<file path="src/rtl/terminal_uart_tx.sv">
// Terminal output back end: FIFO-buffered bytes shifted out as 8N1 UART frames.
// state | meaning: IDLE line high | START start bit | DATA data bits LSB first | STOP stop bit
module terminal_uart_tx #(
   parameter int CLKS_PER_BIT = 16,
   parameter int DEPTH        = 16
) (
   input  logic                     clk,
   input  logic                     reset,
   input  logic                     wr_en,
   input  logic [7:0]               wr_data,
   output logic                     tx,
   output logic                     busy,
   output logic                     full,
   output logic [$clog2(DEPTH):0]   level,
   output logic                     overflow
);

   localparam int PW = $clog2(DEPTH);
   localparam int LW = PW + 1;
   localparam int CW = $clog2(CLKS_PER_BIT);

   typedef enum logic [1:0] {IDLE, START, DATA, STOP} state_t;

   state_t          state, state_next;
   logic [CW-1:0]   cnt, cnt_next;
   logic [2:0]      idx, idx_next;
   logic [7:0]      shift, shift_next;
   logic            tx_next;
   logic [PW-1:0]   rptr, wptr;
   logic [7:0]      mem [DEPTH];
   logic            pop, push, last_cnt;
   logic [LW-1:0]   level_next;

   assign last_cnt   = (cnt == CW'(CLKS_PER_BIT - 1));
   assign pop        = (level != '0) && ((state == IDLE) || ((state == STOP) && last_cnt));
   // A full FIFO still takes a byte when the shifter drains one on the same edge.
   assign push       = wr_en && ((level != LW'(DEPTH)) || pop);
   assign level_next = level + LW'(push) - LW'(pop);
   assign full       = (level == LW'(DEPTH));

   always_comb begin
      state_next = state;
      cnt_next   = cnt + 1'b1;
      idx_next   = idx;
      shift_next = shift;
      case (state)
         IDLE: begin
            cnt_next = '0;
            if (pop) begin
               shift_next = mem[rptr];
               state_next = START;
            end
         end
         START: begin
            if (last_cnt) begin
               cnt_next   = '0;
               idx_next   = '0;
               state_next = DATA;
            end
         end
         DATA: begin
            if (last_cnt) begin
               cnt_next   = '0;
               shift_next = shift >> 1;
               if (idx == 3'd7) state_next = STOP;
               else             idx_next   = idx + 3'd1;
            end
         end
         STOP: begin
            if (last_cnt) begin
               cnt_next = '0;
               if (pop) begin
                  shift_next = mem[rptr];
                  state_next = START;
               end else begin
                  state_next = IDLE;
               end
            end
         end
         default: begin
            cnt_next   = '0;
            state_next = IDLE;
         end
      endcase
   end

   always_comb begin
      tx_next = 1'b1;
      case (state_next)
         START:   tx_next = 1'b0;
         DATA:    tx_next = shift_next[0];
         default: tx_next = 1'b1;
      endcase
   end

   always_ff @(posedge clk) begin
      if (reset) begin
         state    <= IDLE;
         cnt      <= '0;
         idx      <= '0;
         shift    <= '0;
         tx       <= 1'b1;
         busy     <= 1'b0;
         level    <= '0;
         overflow <= 1'b0;
         rptr     <= '0;
         wptr     <= '0;
      end else begin
         state <= state_next;
         cnt   <= cnt_next;
         idx   <= idx_next;
         shift <= shift_next;
         tx    <= tx_next;
         busy  <= (state_next != IDLE) || (level_next != '0);
         level <= level_next;
         if (wr_en && !push) overflow <= 1'b1;
         if (pop)  rptr <= rptr + 1'b1;
         if (push) wptr <= wptr + 1'b1;
      end
   end

   always_ff @(posedge clk) begin
      if (!reset && push) mem[wptr] <= wr_data;
   end

endmodule

</file>
<file path="config.mk">
export PLATFORM = sky130hd
export DESIGN_NAME = terminal_uart_tx
export DESIGN_NICKNAME = d
export VERILOG_FILES = /design/src/rtl/terminal_uart_tx.sv
export SDC_FILE = /design/constraint.sdc
export NUM_CORES = 1
export LEC_CHECK = 0
export CORE_ASPECT_RATIO = 1.4
export CORE_MARGIN = 4
export CORE_UTILIZATION = 35
export CTS_BUF_LIST = sky130_fd_sc_hd__clkbuf_16
export DETAILED_ROUTE_END_ITERATION = 10
export GPL_TIMING_DRIVEN = 0
export HOLD_SLACK_MARGIN = 0.08
export PLACE_DENSITY_LB_ADDON = 0.15
export SYNTH_ARGS = -nofsm -noshare
export SYNTH_HDL_FRONTEND = slang
export SYNTH_SLANG_ARGS = --single-unit
</file>
<file path="constraint.sdc">
create_clock -name clk -period 4.1 [get_ports clk]
set_input_delay 0.615 -clock clk [delete_from_list [all_inputs] [get_ports clk]]
set_output_delay 0.615 -clock clk [all_outputs]
set_load 0.1 [all_outputs]
</file>
After elaboration in Yosys (flattened, before gate mapping) --
Memory sizes are Yosys's and may differ from the RTL's. A register that Yosys moved wholly into a read port is not among the register bits. Cells that the tools add are included.
Storage, ports and cells: flip-flop bits (word level) 33, bits in writable memories 128, input bits 11, output and inout bits 9, memories 1
Memory list:
- mem | depth 16, width 8, read ports 1, clocked after Yosys merged registers in 1, wr ports 1, RTL line 30 | logic [7:0] mem [DEPTH];
Cells by class: $add $sub $neg 6, equality and inequality tests 13, muxes and demuxes 22, reductions and logical operators 19
Operators by type and width (number):
- $mux W8 | 3
- $pmux W8 S3 | 1
- $add A4 B1 Y4 const B | 3
- $mux W4 | 3
- $mux W2 | 5
- $reduce_bool A5 Y1 | 2
- $mux W3 | 3
- $ne A2 B2 Y1 const B | 4
- $pmux W2 S4 | 1
- $pmux W4 S2 | 1
- $eq A2 B2 Y1 const B | 3
- $pmux W3 S2 | 1
- $add A5 B1 Y5 | 1
- $eq A5 B5 Y1 const B | 1
- $logic_and A1 B1 Y1 | 5
- $ne A5 B5 Y1 const B | 1
- $sub A5 B1 Y5 | 1
- $eq A2 B1 Y1 const B | 2
- $eq A4 B4 Y1 const B | 1
- $reduce_and A4 Y1 | 1
- $reduce_bool A2 Y1 | 2
- $add A3 B1 Y3 const B | 1
- $eq A3 B3 Y1 const B | 1
- $logic_or A1 B1 Y1 | 3
- other kinds (7) | 10

Longest topological paths before layout --
Gate-level depths: netlist of run 1.
depth in word-level cells 10, mapped depth 12

Worst setup path before layout of run 1 --
Ideal clock, no wire load.
path kind register to register, start register level[4], end register busy, data arrival time 3355 ps, data required time 3966 ps, setup slack 611 ps, stages on the path, launching flop included 11, path through dfxtp_1 -> and4bb_2 -> o211ai_2 -> o211ai_1 -> nand2_1 -> ha_1 -> fa_1 -> a21oi_1 -> o21bai_1 -> xnor2_1 -> a31oi_1
Between the ends: cells in the longest elaborated chain, start to end 8, elaborated cells on any way between the ends 14, classes of those cells 2 x add/sub; 1 x eq/ne; 4 x mux; 7 x reduce/logical
RTL lines:
- from (decl) | RTL line 14 | output logic [$clog2(DEPTH):0] level,
- from (signal assigned) | RTL line 115 | level <= level_next;
- $reduce_bool A5 Y1 | RTL line 35 | assign pop = (level != '0) && ((state == IDLE) || ((state == STOP) && last_cnt));
- $logic_and A1 B1 Y1 | RTL line 35
- $logic_or A1 B1 Y1 | RTL line 37 | assign push = wr_en && ((level != LW'(DEPTH)) || pop);
- $logic_and A1 B1 Y1 | RTL line 37
- $add A5 B1 Y5 | RTL line 38 | assign level_next = level + LW'(push) - LW'(pop);
- $sub A5 B1 Y5 | RTL line 38
- $reduce_bool A5 Y1 | RTL line 114 | busy <= (state_next != IDLE) || (level_next != '0);
- $logic_or A1 B1 Y1 (*) | RTL line 114
- to (signal assigned) | RTL line 114
- to (decl) | RTL line 12 | output logic busy,
Mark *: on every way between the ends. The rest lies on a longest branch, timed or not. A chain may end at the register's enable or synchronous reset.

Final worst setup path of run 1 --
start register cnt[0], end register busy
Between the ends: cells in the longest elaborated chain, start to end 10, elaborated cells on any way between the ends 17, classes of those cells 2 x add/sub; 1 x eq/ne; 6 x mux; 8 x reduce/logical
RTL lines:
- from (decl) | RTL line 25 | logic [CW-1:0] cnt, cnt_next;
- from (signal assigned) | RTL line 110 | cnt <= cnt_next;
- $eq A4 B4 Y1 (*) | RTL line 34 | assign last_cnt = (cnt == CW'(CLKS_PER_BIT - 1));
- $logic_and A1 B1 Y1 | RTL line 35
- $logic_or A1 B1 Y1 | RTL line 35
- $logic_and A1 B1 Y1 | RTL line 35
- $logic_or A1 B1 Y1 | RTL line 37
- $logic_and A1 B1 Y1 | RTL line 37
- $add A5 B1 Y5 | RTL line 38
- $sub A5 B1 Y5 | RTL line 38
- $reduce_bool A5 Y1 | RTL line 114
- $logic_or A1 B1 Y1 (*) | RTL line 114
Marks and branches as above.

==> results of run 1 <==
-- cell families (layout without fill, tap and decap cells) --
group | after synthesis | count (layout) | share of synthesized area [%]
DFF | 165 | 165 | 65.7
and+or+nand+nor | 97 | 97 | 7.16
AOI/OAI and AO/OA | 74 | 74 | 8.16
muxes | 43 | 43 | 12.5
buffers and inverters | 34 | 84 | 2.85
adders and majority gates | 15 | 15 | 2.76
xor gates and xnor gates | 7 | 7 | 0.879
-- cell usage after synthesis, types with 2 or more instances --
master     count  area, um^2
o21ai_1        4        20.0
a22o_1         2        17.5
or4_1          2        15.0
a221oi_2       2        30.0
a21oi_1       15        75.1
buf_6          3        33.8
nor4b_1        2        17.5
nand3_1       13        65.1
xnor2_1        6        52.6
mux2i_1        9        90.1
edfxtp_1     128        3840
o2bb2ai_1      5        43.8
inv_1         11        41.3
nor2_1        38         143
buf_2          7        35.0
o211ai_1       2        15.0
o31ai_1        2        15.0
mux4_2        18         405
a2bb2oi_1      2        17.5
a211oi_2       5        62.6
nand2b_1       2        12.5
nor2b_1        7        43.8
and2_1         4        25.0
nor3_1         3        15.0
nor4_1         3        18.8
o22ai_1        2        12.5
a21o_1         2        15.0
or3_1          3        18.8
nor3b_1        2        15.0
dfxtp_1       37         741
buf_12         2        40.0
mux4_1        13         342
ha_1          13         163
o21ai_0        5        25.0
a211o_1        5        43.8
nand2_1       11        41.3
clkbuf_1       8        30.0
a22oi_1       12        90.1
mux2_2         2        22.5
-- worst min path at each step --
stage | slack (ns) | depth (start not counted) | from | to
after floorplan | 0.43 | 1 | cnt[0] | cnt[0]
after global placement | 0.46 | 1 | cnt[0] | cnt[0]
after detailed placement | 0.46 | 1 | cnt[0] | cnt[0]
after CTS | 0.47 | 1 | cnt[0] | cnt[0]
after global routing | 0.50 | 1 | cnt[0] | cnt[0]
final | 0.47 | 1 | cnt[0] | cnt[0]
-- routing by layer --
layer / vias to the layer above / wire [um] / track usage (%)
met2: 74 / 8570 / 27.0
met3: 24 / 496 / 2.75
met4: 0 / 361 / 5.77
met1: 1962 / 6090 / 16.6
met5: - / 0 / 0
li1: 1800 / - / -
-- worst max-delay path, stage by stage (launching register included) --
cell and delay, ns:
dfxtp_1 0.35, ha_1 0.24, nand3_1 0.17, o21a_1 0.32, clkbuf_1 0.28, o211ai_1 0.26
nand2_1 0.08, ha_1 0.21, fa_1 0.41, a21oi_1 0.17, o21bai_1 0.10, xnor2_1 0.23
a31oi_1 0.11
-- where the power goes --
part,switching [mW],total (mW),internal (mW),leakage (nW)
Combinational,0.932,1.59,0.660,0.922
Clock,0.731,1.61,0.876,0.294
Sequential,0.0889,2.00,1.91,1.46
Total,1.75,5.20,3.45,2.67
-- cell type report --
class / instances / share of cell area, %
clock inverters: 15 / 2.22
repair buffers: 18 / 2.23
inverters: 11 / 0.512
well taps: 248 / 3.84
flip-flops and latches: 165 / 56.8
multi-input cells: 236 / 27.2
clock buffers: 17 / 5.27
plain buffers: 23 / 1.95
-- sequential cells by signal, summed over array words and instances (netlist names), 2 cells and up, named ones only --
register,cells
cnt,4
idx,3
level,5
mem,128
rptr,4
shift,8
state,2
wptr,4
-- through the flow --
stage	hold slack (ns)	worst slack, ns
2_1_floorplan	0.433	0.611
3_3_place_gp	0.456	1.03
3_5_place_dp	0.456	1.00
4_1_cts	0.472	0.992
5_1_grt	0.497	0.681
6_report	0.466	1.03
-- placed cells by master (no fill, tap or decap), types with 3 or more instances in the layout --
| cell | instances |
|---|---|
| clkinv_4 | 3 |
| dfxtp_1 | 37 |
| clkbuf_1 | 8 |
| a21oi_1 | 15 |
| clkdlybuf4s50_1 | 18 |
| buf_6 | 3 |
| inv_6 | 3 |
| ha_1 | 13 |
| o21ai_1 | 4 |
| nor3_1 | 3 |
| nor4_1 | 3 |
| a211o_1 | 5 |
| nor2_1 | 38 |
| o2bb2ai_1 | 5 |
| or3_1 | 3 |
| nand2_1 | 11 |
| nor2b_1 | 7 |
| xnor2_1 | 6 |
| inv_1 | 11 |
| a22oi_1 | 12 |
| a211oi_2 | 5 |
| nand3_1 | 13 |
| edfxtp_1 | 128 |
| o21ai_0 | 5 |
| clkbuf_16 | 17 |
| buf_2 | 7 |
| mux4_1 | 13 |
| inv_8 | 5 |
| and2_1 | 4 |
| mux2i_1 | 9 |
| mux4_2 | 18 |
==> results_dict.tcl, run 1 <==
set metrics [dict create \
    ios 20 \
    grt_antenna_before_repair 0 \
    p_leak_nw 2.67 \
    fp.dieArea_um2 22300 \
    crit_arrival_ns 3.35 \
    r2r_setup_slack_ns 1.03 \
    path_class "register to register" \
    rsz0062_at_grt "no" \
    reg2reg_from "cnt[0]" \
    cts_max_level 4 \
    report.final.slew_viol_count 0 \
    remaining_drc_errors 0 \
    end_kind "register" \
    grt_pass1_vias 4155 \
    multiInputGateArea_um2 2190 \
    critPathLaunch "cnt[0]" \
    timing.max_cap.violations 0 \
    place_inst 701 \
    path_clk_slew_ns 0.07 \
    ir_drop_uv 334 \
    ys_types 62 \
    n_fill_cell 1767 \
    hold_buffers 0 \
    synthArstFlopShare_pct 0 \
    firstDrtPassIters 4 \
    post_cts_resized 0 \
    cts_root_buffer "clkbuf_16" \
    ys_warn_count 0 \
    num_rows 60 \
    routedWlPerCell_um 21.2 \
    finalNonFillerCells 733 \
    hold_class "register to register" \
    regArea_um2 4580 \
    cts_inserted_buffers 17 \
    synth_cells 435 \
    die_w_um 127 \
    cp-endpoint "busy" \
    post-route-min-period_ns 3.07 \
    cts_buffer_depth 2 \
    drive_above_1_share_pct 16.1 \
    ant_nets 0 \
    worst_pin_slew_ns 1.11 \
    drt_iter0_markers 232 \
    r2r_cells 12 \
    cp-start-kind "register" \
    r2r-end "busy" \
    pwr_density_cell_nw_per_um2 644 \
    dpl_cell_area_um2 7470 \
    hpwlAfterDp_um 10800 \
    ys_ff_latch 165 \
    vias 3860 \
    syn-num-nets 460 \
    fin_crit_sh_pct 74.8 \
    area.growth.synth_to_final_pct 15.7 \
    antenna_cells 0 \
    cts_sinks 165 \
    power_mw 5.20 \
    core_um2 19400 \
    grt_overflow_total 0 \
    synth-seq-area-share_pct 65.7 \
    grt_max_degree 19 \
    setup_violations 0 \
    synth_area_um2 6980 \
    viasPerCell 5.27 \
    relSlewSlack_pct 25.5 \
    grt_pass1_wl_um 24400 \
    timing.setup.tns_ns 0 \
    hold_violations 0 \
    required_ns 4.38 \
    max_clock_freq_ghz 0.326 \
    wirelength_um 15500 \
    worst_skew_pair.late_latency_ns 0.43 \
    crit_fanout 10 \
    gp_congestion 0.806 \
    clock_skew_ns 0.0154 \
    avgSynthCellArea_um2 16.0 \
    fin_area_um2 8070 \
    synth_edf_count 128 \
    post_cts_buffers 0 \
    portBuffers 18 \
    yosys_most_used_dff "edfxtp_1" \
    initial_core_util_pct 35.9 \
    tritoncts "built" \
    track_usage_pct 14.7 \
    nets 497 \
    die_h_um 175 \
    status "complete, no violations" \
    final_util_pct 41.5 \
]
Note: power is estimated with default switching activity, not from simulation.
==> run 2, diff against run 1 <==
==> constraint.sdc (replaced) <==
create_clock -name clk -period 3 [get_ports clk]
set_input_delay 0.45 -clock clk [delete_from_list [all_inputs] [get_ports clk]]
set_output_delay 0.45 -clock clk [all_outputs]
set_load 0.1 [all_outputs]
==> results_dict.tcl, run 2 (synthesis results as in run 1) <==
set metrics [dict create \
    met2RoutedLength_um 8260 \
    antenna_cells 0 \
    top_layer "met4" \
    die_h_um 175 \
    cts_root_buffer "clkbuf_16" \
    die_w_um 127 \
    hold_class "register to register" \
    hold_buffers 0 \
    viasPerCell 5.32 \
    crit_path_top_delay_cell "clkdlybuf4s50_1" \
    pwr_density_cell_nw_per_um2 861 \
    final_common_cell "edfxtp_1" \
    setup_slack_ns 0.110 \
    cp-start-kind "register" \
    gp_congestion 0.791 \
    hold_violations 0 \
    final_util_pct 41.4 \
    regMostFlops "mem" \
    report.final.slew_viol_count 0 \
    wirelength_um 15300 \
    timing.setup.tns_ns 0 \
    vias 3897 \
    wirelength_met1_um 6180 \
    grt_pass1_wl_um 23900 \
    worst_skew_pair.late_latency_ns 0.42 \
    crit_chain "inv_1 > ha_2 > and4bb_4 > clkdlybuf4s50_1" \
    post-route-min-period_ns 2.89 \
    ir_drop_uv 397 \
    grt_antenna_before_repair 0 \
    tritoncts "built" \
    critPathMaxStageDelay_ns 1.13 \
    required_ns 2.55 \
    timing.max_cap.violations 0 \
    remaining_drc_errors 0 \
    met3_length_um 451 \
    setup_violations 0 \
    initial_core_util_pct 35.9 \
    p_leak_nw 2.66 \
    area.growth.synth_to_final_pct 15.4 \
    ios 20 \
    drt_iter0_markers 223 \
    ant_nets 0 \
    drive_above_1_share_pct 17.5 \
    cp_top_family "buffers and inverters" \
    clock_skew_ns 0.00989 \
    grt_max_degree 17 \
    end_kind "output pin" \
    crit_buf_inv 2 \
    firstDrtPassIters 4 \
    hpwlAfterDp_um 10700 \
    core_um2 19400 \
    power_mw 6.93 \
    portBuffers 18 \
    max_clock_freq_ghz 0.346 \
    routedWlPerCell_um 20.9 \
    place_inst 701 \
    grt_pass1_vias 4028 \
    cts_sinks 165 \
    largest_reg_flops 128 \
    worst_pin_slew_ns 1.08 \
    status "complete, no violations" \
    crit_fanout 3 \
    post-place-ws_ns -0.0945 \
    rsz0062_at_grt "no" \
    crit_arrival_ns 2.44 \
    fp.dieArea_um2 22300 \
    num_rows 60 \
    cts_inserted_buffers 17 \
    relSlewSlack_pct 27.7 \
    path_class "register to output pin" \
    reg.largest.list "mem x128, shift x8, level x5" \
    nets 497 \
    fin_crit_sh_pct 96.3 \
    cts_max_level 4 \
    finalNonFillerCells 733 \
    path_clk_slew_ns 0.07 \
    cts_buffer_depth 2 \
    final_cell_mix "edfxtp_1, nor2_1, dfxtp_1, mux4_2, clkdlybuf4s50_1" \
    grt_overflow_total 0 \
    track_usage_pct 14.4 \
]
-- run 2: cell types whose count changed in the layout (fill, tap and decap cells not counted), moves of 2 or more --
cell / before / now
dfxtp_1: 37 / 32
dfxtp_2: 0 / 5
inv_8: 5 / 1
buf_4: 1 / 3
clkinv_2: 0 / 2
clkinv_4: 3 / 5
clkinv_8: 2 / 0
inv_1: 11 / 13
-- run 2: through the flow --
step	instance area [um^2]	hold slack (ns)
after global routing	8050	0.502
final	8050	0.471
after global placement	7480	0.456
after detailed placement	7480	0.461
after floorplan	6990	0.433
after CTS	8010	0.479
-- run 2: repair_timing --
item | CTS | global route
gates resized for setup | 1 | 8
setup buffers | 0 | 1
pin swaps | 0 | 2
setup endpoints to repair | 2 | 2
hold endpoints to repair | 0 | 0
-- run 2: metal layers --
metal / track usage, % / vias up
met2: 25.4 / 73
met5: 0 / -
met4: 6.26 / 0
li1: - / 1796
met3: 3.18 / 26
met1: 16.7 / 2002
-- run 2: cell type report --
class	instances	area, um^2
inverters	11	41.3
plain buffers	22	156
fillers	1746	11400
flip-flops and latches	165	4590
clock buffers	17	425
clock inverters	15	109
well taps	248	310
repair buffers	19	188
multi-input cells	236	2230
-- run 2: path summary, 6_finish.rpt --
check / startpoint / slack (ns) / cells after the start / endpoint
worst max register to register: level[2] / 0.23 / 12 / busy
worst min-delay path: overflow / 0.47 / 2 / overflow
worst min register to register: overflow / 0.47 / 2 / overflow
worst max-delay path: level[2] / 0.11 / 4 / full
-- run 2: where the power goes --
group,internal [mW],switching (mW)
logic,0.940,1.27
registers,2.62,0.130
clock network,1.06,0.912
-- run 2: worst register-to-register path: cells and delay by family, from the launching register on --
| family | cells | cell delay, ns |
|---|---|---|
| flops | 1 | 0.33 |
| simple gates | 3 | 0.64 |
| buf+inv | 2 | 0.28 |
| compound gates | 3 | 0.36 |
| xor+xnor | 1 | 0.20 |
| fa+ha+maj | 3 | 0.82 |
